**src/rtl/serial_mag_comp_accum.sv**
```systemverilog
// -----------------------------------------------------------------------------
// serial_mag_comp_accum
//
// Folds the per-slice greater/equal/less outputs of a 2-bit magnitude
// comparator into one verdict for a wide word. Slices arrive one per cycle,
// most-significant first. A single comparator can then be time-multiplexed
// across the slices of a wide operand.
//
// Ports:
//   clk       : clock, all state updates on the rising edge
//   rst_n     : asynchronous active-low reset
//   in_valid  : a slice code is present on c0/c1/c2 this cycle
//   in_first  : with in_valid, the slice is the MS slice of a new word
//   in_last   : with in_valid, the slice is the LS slice of the word
//   c0/c1/c2  : slice A>B / A==B / A<B
//   out_valid : one-cycle pulse, the result outputs hold a new word result
//   gt/eq/lt  : word verdict (all zero when err is set)
//   err       : word result invalid (bad slice code or too many slices)
//   nslices   : slices accepted in the reported word, saturating at MAX+1
//   busy      : a word is in progress
// -----------------------------------------------------------------------------
module serial_mag_comp_accum #(
   parameter int MAX_SLICES = 8,
   parameter int CNTW       = $clog2(MAX_SLICES + 2)
) (
   input  logic            clk,
   input  logic            rst_n,
   input  logic            in_valid,
   input  logic            in_first,
   input  logic            in_last,
   input  logic            c0,
   input  logic            c1,
   input  logic            c2,
   output logic            out_valid,
   output logic            gt,
   output logic            eq,
   output logic            lt,
   output logic            err,
   output logic [CNTW-1:0] nslices,
   output logic            busy
);

   typedef enum logic [1:0] {IDLE, EQUAL, DECIDED} state_t;

   localparam logic [CNTW-1:0] CNT_MAX = CNTW'(MAX_SLICES);
   localparam logic [CNTW-1:0] CNT_SAT = CNTW'(MAX_SLICES + 1);

   state_t          state_q, state_d, base_state, word_state;
   logic [CNTW-1:0] cnt_q, cnt_d, base_cnt;
   logic            err_q, err_d, base_err;
   logic            vgt_q, vgt_d;     // latched verdict in DECIDED: 1 = gt, 0 = lt
   logic            accept, code_ok, emit;

   logic            ov_q, gt_q, eq_q, lt_q, oerr_q;
   logic [CNTW-1:0] ns_q;

   always_comb begin
      accept = in_valid & (in_first | (state_q != IDLE));

      case ({c0, c1, c2})
         3'b100, 3'b010, 3'b001: code_ok = 1'b1;
         default:                code_ok = 1'b0;
      endcase

      // in_first discards the word in progress and restarts from a clean slate
      base_state = in_first ? EQUAL : state_q;
      base_cnt   = in_first ? '0    : cnt_q;
      base_err   = in_first ? 1'b0  : err_q;

      state_d    = state_q;
      word_state = state_q;
      cnt_d      = cnt_q;
      err_d      = err_q;
      vgt_d      = vgt_q;
      emit       = 1'b0;

      if (accept) begin
         cnt_d      = (base_cnt == CNT_SAT) ? base_cnt : base_cnt + 1'b1;
         err_d      = base_err | ~code_ok | (cnt_d > CNT_MAX);
         vgt_d      = in_first ? 1'b0 : vgt_q;
         word_state = base_state;

         // an invalid code is treated as equal, so it can never decide
         if (base_state == EQUAL && code_ok && c0) begin
            word_state = DECIDED;
            vgt_d      = 1'b1;
         end else if (base_state == EQUAL && code_ok && c2) begin
            word_state = DECIDED;
            vgt_d      = 1'b0;
         end

         state_d = in_last ? IDLE : word_state;
         emit    = in_last;
      end
   end

   always_ff @(posedge clk or negedge rst_n) begin
      if (!rst_n) begin
         state_q <= IDLE;
         cnt_q   <= '0;
         err_q   <= 1'b0;
         vgt_q   <= 1'b0;
         ov_q    <= 1'b0;
         gt_q    <= 1'b0;
         eq_q    <= 1'b0;
         lt_q    <= 1'b0;
         oerr_q  <= 1'b0;
         ns_q    <= '0;
      end else begin
         state_q <= state_d;
         cnt_q   <= cnt_d;
         err_q   <= err_d;
         vgt_q   <= vgt_d;
         ov_q    <= emit;
         if (emit) begin
            gt_q   <= ~err_d & (word_state == DECIDED) &  vgt_d;
            lt_q   <= ~err_d & (word_state == DECIDED) & ~vgt_d;
            eq_q   <= ~err_d & (word_state == EQUAL);
            oerr_q <= err_d;
            ns_q   <= cnt_d;
         end
      end
   end

   assign out_valid = ov_q;
   assign gt        = gt_q;
   assign eq        = eq_q;
   assign lt        = lt_q;
   assign err       = oerr_q;
   assign nslices   = ns_q;
   assign busy      = (state_q != IDLE);

endmodule

```
**config.mk**
```make
export PLATFORM = sky130hd
export DESIGN_NAME = serial_mag_comp_accum
export DESIGN_NICKNAME = d
export VERILOG_FILES = /design/src/rtl/serial_mag_comp_accum.sv
export SDC_FILE = /design/constraint.sdc
export NUM_CORES = 1
export LEC_CHECK = 0
export ABC_AREA = 0
export CAP_MARGIN = 40
export CORE_UTILIZATION = 50
export CTS_CLUSTER_SIZE = 30
export DETAILED_ROUTE_END_ITERATION = 10
export DONT_BUFFER_PORTS = 1
export PLACE_DENSITY = 0.7
export SYNTH_ARGS = -nofsm -noshare
export SYNTH_HDL_FRONTEND = slang
export SYNTH_SLANG_ARGS = --single-unit
```
**constraint.sdc**
```tcl
create_clock -name clk -period 1.5 [get_ports clk]
set_input_delay 0.3 -clock clk [delete_from_list [all_inputs] [get_ports clk]]
set_output_delay 0.3 -clock clk [all_outputs]
set_load 0.02 [all_outputs]
```
==> run_results.csv <==
group,metric,value,unit
run_status,status,"finished with violations",
run_status,violations,"negative setup slack",
pwr,p_leak,0.544,nW
worst_setup_path,worstPathArrival,1.77,ns
sta,maxSlewViolCount,0,
worst_setup_path,cp_data_required_time,1.70,ns
global_routing,grt_pass1_wl,3.66,mm
pwr,intPower,0.993,mW
hold_path,hold_depth,1,
worst_setup_path,slowest_delay,0.39,ns
global_routing,antenna_found_initial,0,
sta,setup_violations,5,
pwr,ir_worst_vdd,0.617,mV
sta,rsz0062_at_grt,"true",
placed_design,post-place-ws,-0.0474,ns
sta,fin_skew,0.00248,ns
route,highest_layer,"met4",
route,wl_per_cell,15.0,µm
pwr,cellPowerDensity,1330,nW/µm²
yosys,yosys.area.top_type,"dfrtp_1",
yosys,synthArstFlopShare,100,%
worst_setup_path,reg2reg_setup_slack,-0.07,ns
route,drc,0,
sta,hold_viol_final,0,
floorplan,die-area,2150,µm²
hold_path,holdCritPathClass,"input port to flip-flop",
layout,area_delta_synth_final,21.8,%
yosys,yosysMostFrequentCell,"dfrtp_1",
cts,cts_max_level,1,
placed_design,gp_congestion,0.920,
sta,worst_slack,-0.0731,ns
route,drt_wl_total,2.18,mm
worst_setup_path,reg2reg_depth,6,
floorplan,start_util,55.1,%
floorplan,die_w,46.3,µm
cts,path_clk_slew,0.10,ns
layout,multiInputGateArea,544,µm²
route,dr.first_iter.drc_count,10,
route,drt-pass1-iter-count,4,
worst_setup_path,slowest_stage,"dfrtp_1",
route,viasPerCell,5.78,
floorplan,die_h,46.3,µm
global_routing,grt_max_degree,18,
cts,cts-buffers-inserted,3,
pwr,pwr-share-clk,16.2,%
worst_setup_path,criticalPathCategory,"flip-flop to flip-flop",
worst_setup_path,r2r_start,"cnt_q[0]",
yosys,synth_commonest_cells,"17 x dfrtp_1, 15 x nand2_1, 10 x nor2_1",
yosys,synth_edf_count,0,
yosys,synth_seq_cells,17,
hold_path,holdCritStartpoint,"in_valid",
sta,fin_crit_sh,105,%
worst_setup_path,reg2reg_to,"eq",
route,m1WireLength,988,µm
layout,drive_gt1_share,30.8,%
sta,period_minus_slack,1.57,ns
cts,clkLatencyLatePin,0.30,ns
cts,clkSinkCount,17,
yosys,syn_area_per_cell,9.72,µm²
route,vias,838,
yosys,syn_nets,110,
cts,clock_path_buffers,2,
route,met3_length,72,µm
cts,cts-root-buf,"clkbuf_4",
sta,timing.slew.headroom,44.1,%
yosys,yosysWarnings,0,
worst_setup_path,path_max_fanout,3,
worst_setup_path,cp-end-kind,"flip-flop",
pwr,seq_power_share,47.1,%
yosys,yosys_most_used_dff,"dfrtp_1",
placed_design,io_buffer_count,0,
layout,register_area,425,µm²
sta,whs,0.0686,ns
global_routing,grt_usage,24.7,%
sta,max_slew.worst_pin.slew,0.836,ns
layout,diodes,0,
yosys,synth_area_leaders,"dfrtp_1 43%, nand2_1 5.7%, o31ai_1 4.6%",
floorplan,rows,15,
layout,n_fill_cell,153,
route,antenna_left,0,
worst_setup_path,crit_family,"compound AO/OA/AOI/OAI gates",
floorplan,fp.coreArea,1780,µm²
worst_setup_path,start_kind,"flip-flop",
yosys,yosysSeqAreaShare,43.3,%
layout,num-nets-final,130,
worst_setup_path,worst-path-buf-inv,0,
placed_design,dp_hpwl,1.56,mm
yosys,syn-cell-area,982,µm²
pwr,power_frac_comb,36.8,%
yosys,synth.distinct_cells,37,
yosys,syn_inst,101,
job,drv_cap,0,
global_routing,first_global_vias,829,
sta,fmax,636,MHz
route,dr_wl_met2,1.07,mm
pwr,switching_share,37.6,%
hold_path,whs_endpoint,"state_q[0]",
yosys,synth_top_cell_area_share,43.3,%
global_routing,overflow,0,
floorplan,io_pins,18,
worst_setup_path,path_cells,"nor2b_4 > ha_4 > o211a_1 > o221ai_2 > nor3_1 > a32o_1",
cts,cts_tree,"done",
pwr,netSwitchingPower,0.597,mW
how the worst max path moves through the flow:
| stage | to | cells after the start | slack, ns | startpoint |
|---|---|---|---|---|
| after floorplan | lt | 8 | -0.17 | in_first |
| after global placement | gt | 4 | -0.09 | state_q[1] |
| after detailed placement | eq | 6 | -0.05 | cnt_q[0] |
| after CTS | lt | 6 | -0.07 | cnt_q[0] |
| after global routing | eq | 6 | -0.16 | cnt_q[0] |
| final | eq | 6 | -0.07 | cnt_q[0] |
logic make-up (layout without fill, tap and decap cells):
kind of cell	after synthesis	in the layout	share of synthesized area, %
adder cells (fa/ha/maj)	1	1	1.27
AND/OR/NAND/NOR	38	38	18.7
buffers and inverters	9	28	6.24
multiplexers	3	3	3.31
XOR/XNOR	2	2	2.55
flip-flops	17	17	43.3
AO/OA/AOI/OAI	31	31	24.6
per-layer routing:
layer / vias up / GRT usage (%)
met2: 17 / 40.3
met5: - / 0
met3: 5 / 5.10
li1: 405 / -
met4: 0 / 12.9
met1: 411 / 30.2
timing repair:
action                                  CTS  global route
hold buffers                              1             0
gates resized for setup                   5             1
buffers inserted                          2             0
endpoints found under the setup margin    8             9
hold endpoints to repair                 17             0
pin swaps                                 2             3
power groups by stage:
| stage | combinational [mW] | clock (mW) | sequential, mW |
|---|---|---|---|
| after floorplan | 0.363 | 0 | 0.766 |
| after global placement | 0.527 | 0 | 0.751 |
| after detailed placement | 0.543 | 0 | 0.758 |
| after CTS | 0.591 | 0.271 | 0.749 |
| after global routing | 0.651 | 0.284 | 0.770 |
| final | 0.585 | 0.257 | 0.748 |
area by class of cell:
cell class | instances | area share [%]
Clock buffer | 3 | 1.88
Sequential cell | 17 | 35.6
Tap cell | 25 | 2.62
Timing Repair Buffer | 18 | 12.1
Multi-Input combinational cell | 75 | 45.5
Inverter | 6 | 1.88
Clock inverter | 1 | 0.418
through the flow:
step | power (mW) | utilization [%] | cells | setup TNS [ns] | area, µm²
CTS | 1.61 | 66.8 | 146 | -0.247 | 1190
global placement | 1.28 | 62.9 | 139 | -0.155 | 1120
finish | 1.59 | 67.1 | 145 | -0.255 | 1200
detailed placement | 1.30 | 62.9 | 139 | -0.144 | 1120
global route | 1.71 | 67.1 | 145 | -0.837 | 1200
floorplan | 1.13 | - | 101 | -0.642 | 1020
layout by cell type (no fill, tap or decap), drive strengths merged, types with 2 or more instances in the layout:
cell / Yosys / final
a211o: 2 / 2
a21oi: 7 / 7
a31oi: 2 / 2
buf: 1 / 17
clkbuf: 2 / 3
dfrtp: 17 / 17
inv: 6 / 6
mux2: 2 / 2
nand2: 15 / 15
nand2b: 2 / 2
nor2: 10 / 10
nor2b: 2 / 2
nor3: 3 / 3
o21ai: 4 / 4
o31ai: 6 / 6
xor2: 2 / 2
flip-flops by register name, summed over array words and instances, names as in the netlist:
signal / flops
out_valid: 1
nslices: 4
eq: 1
lt: 1
err: 1
err_q: 1
cnt_q: 4
vgt_q: 1
gt: 1
state_q: 2
Power figures use the tool's default switching activity.
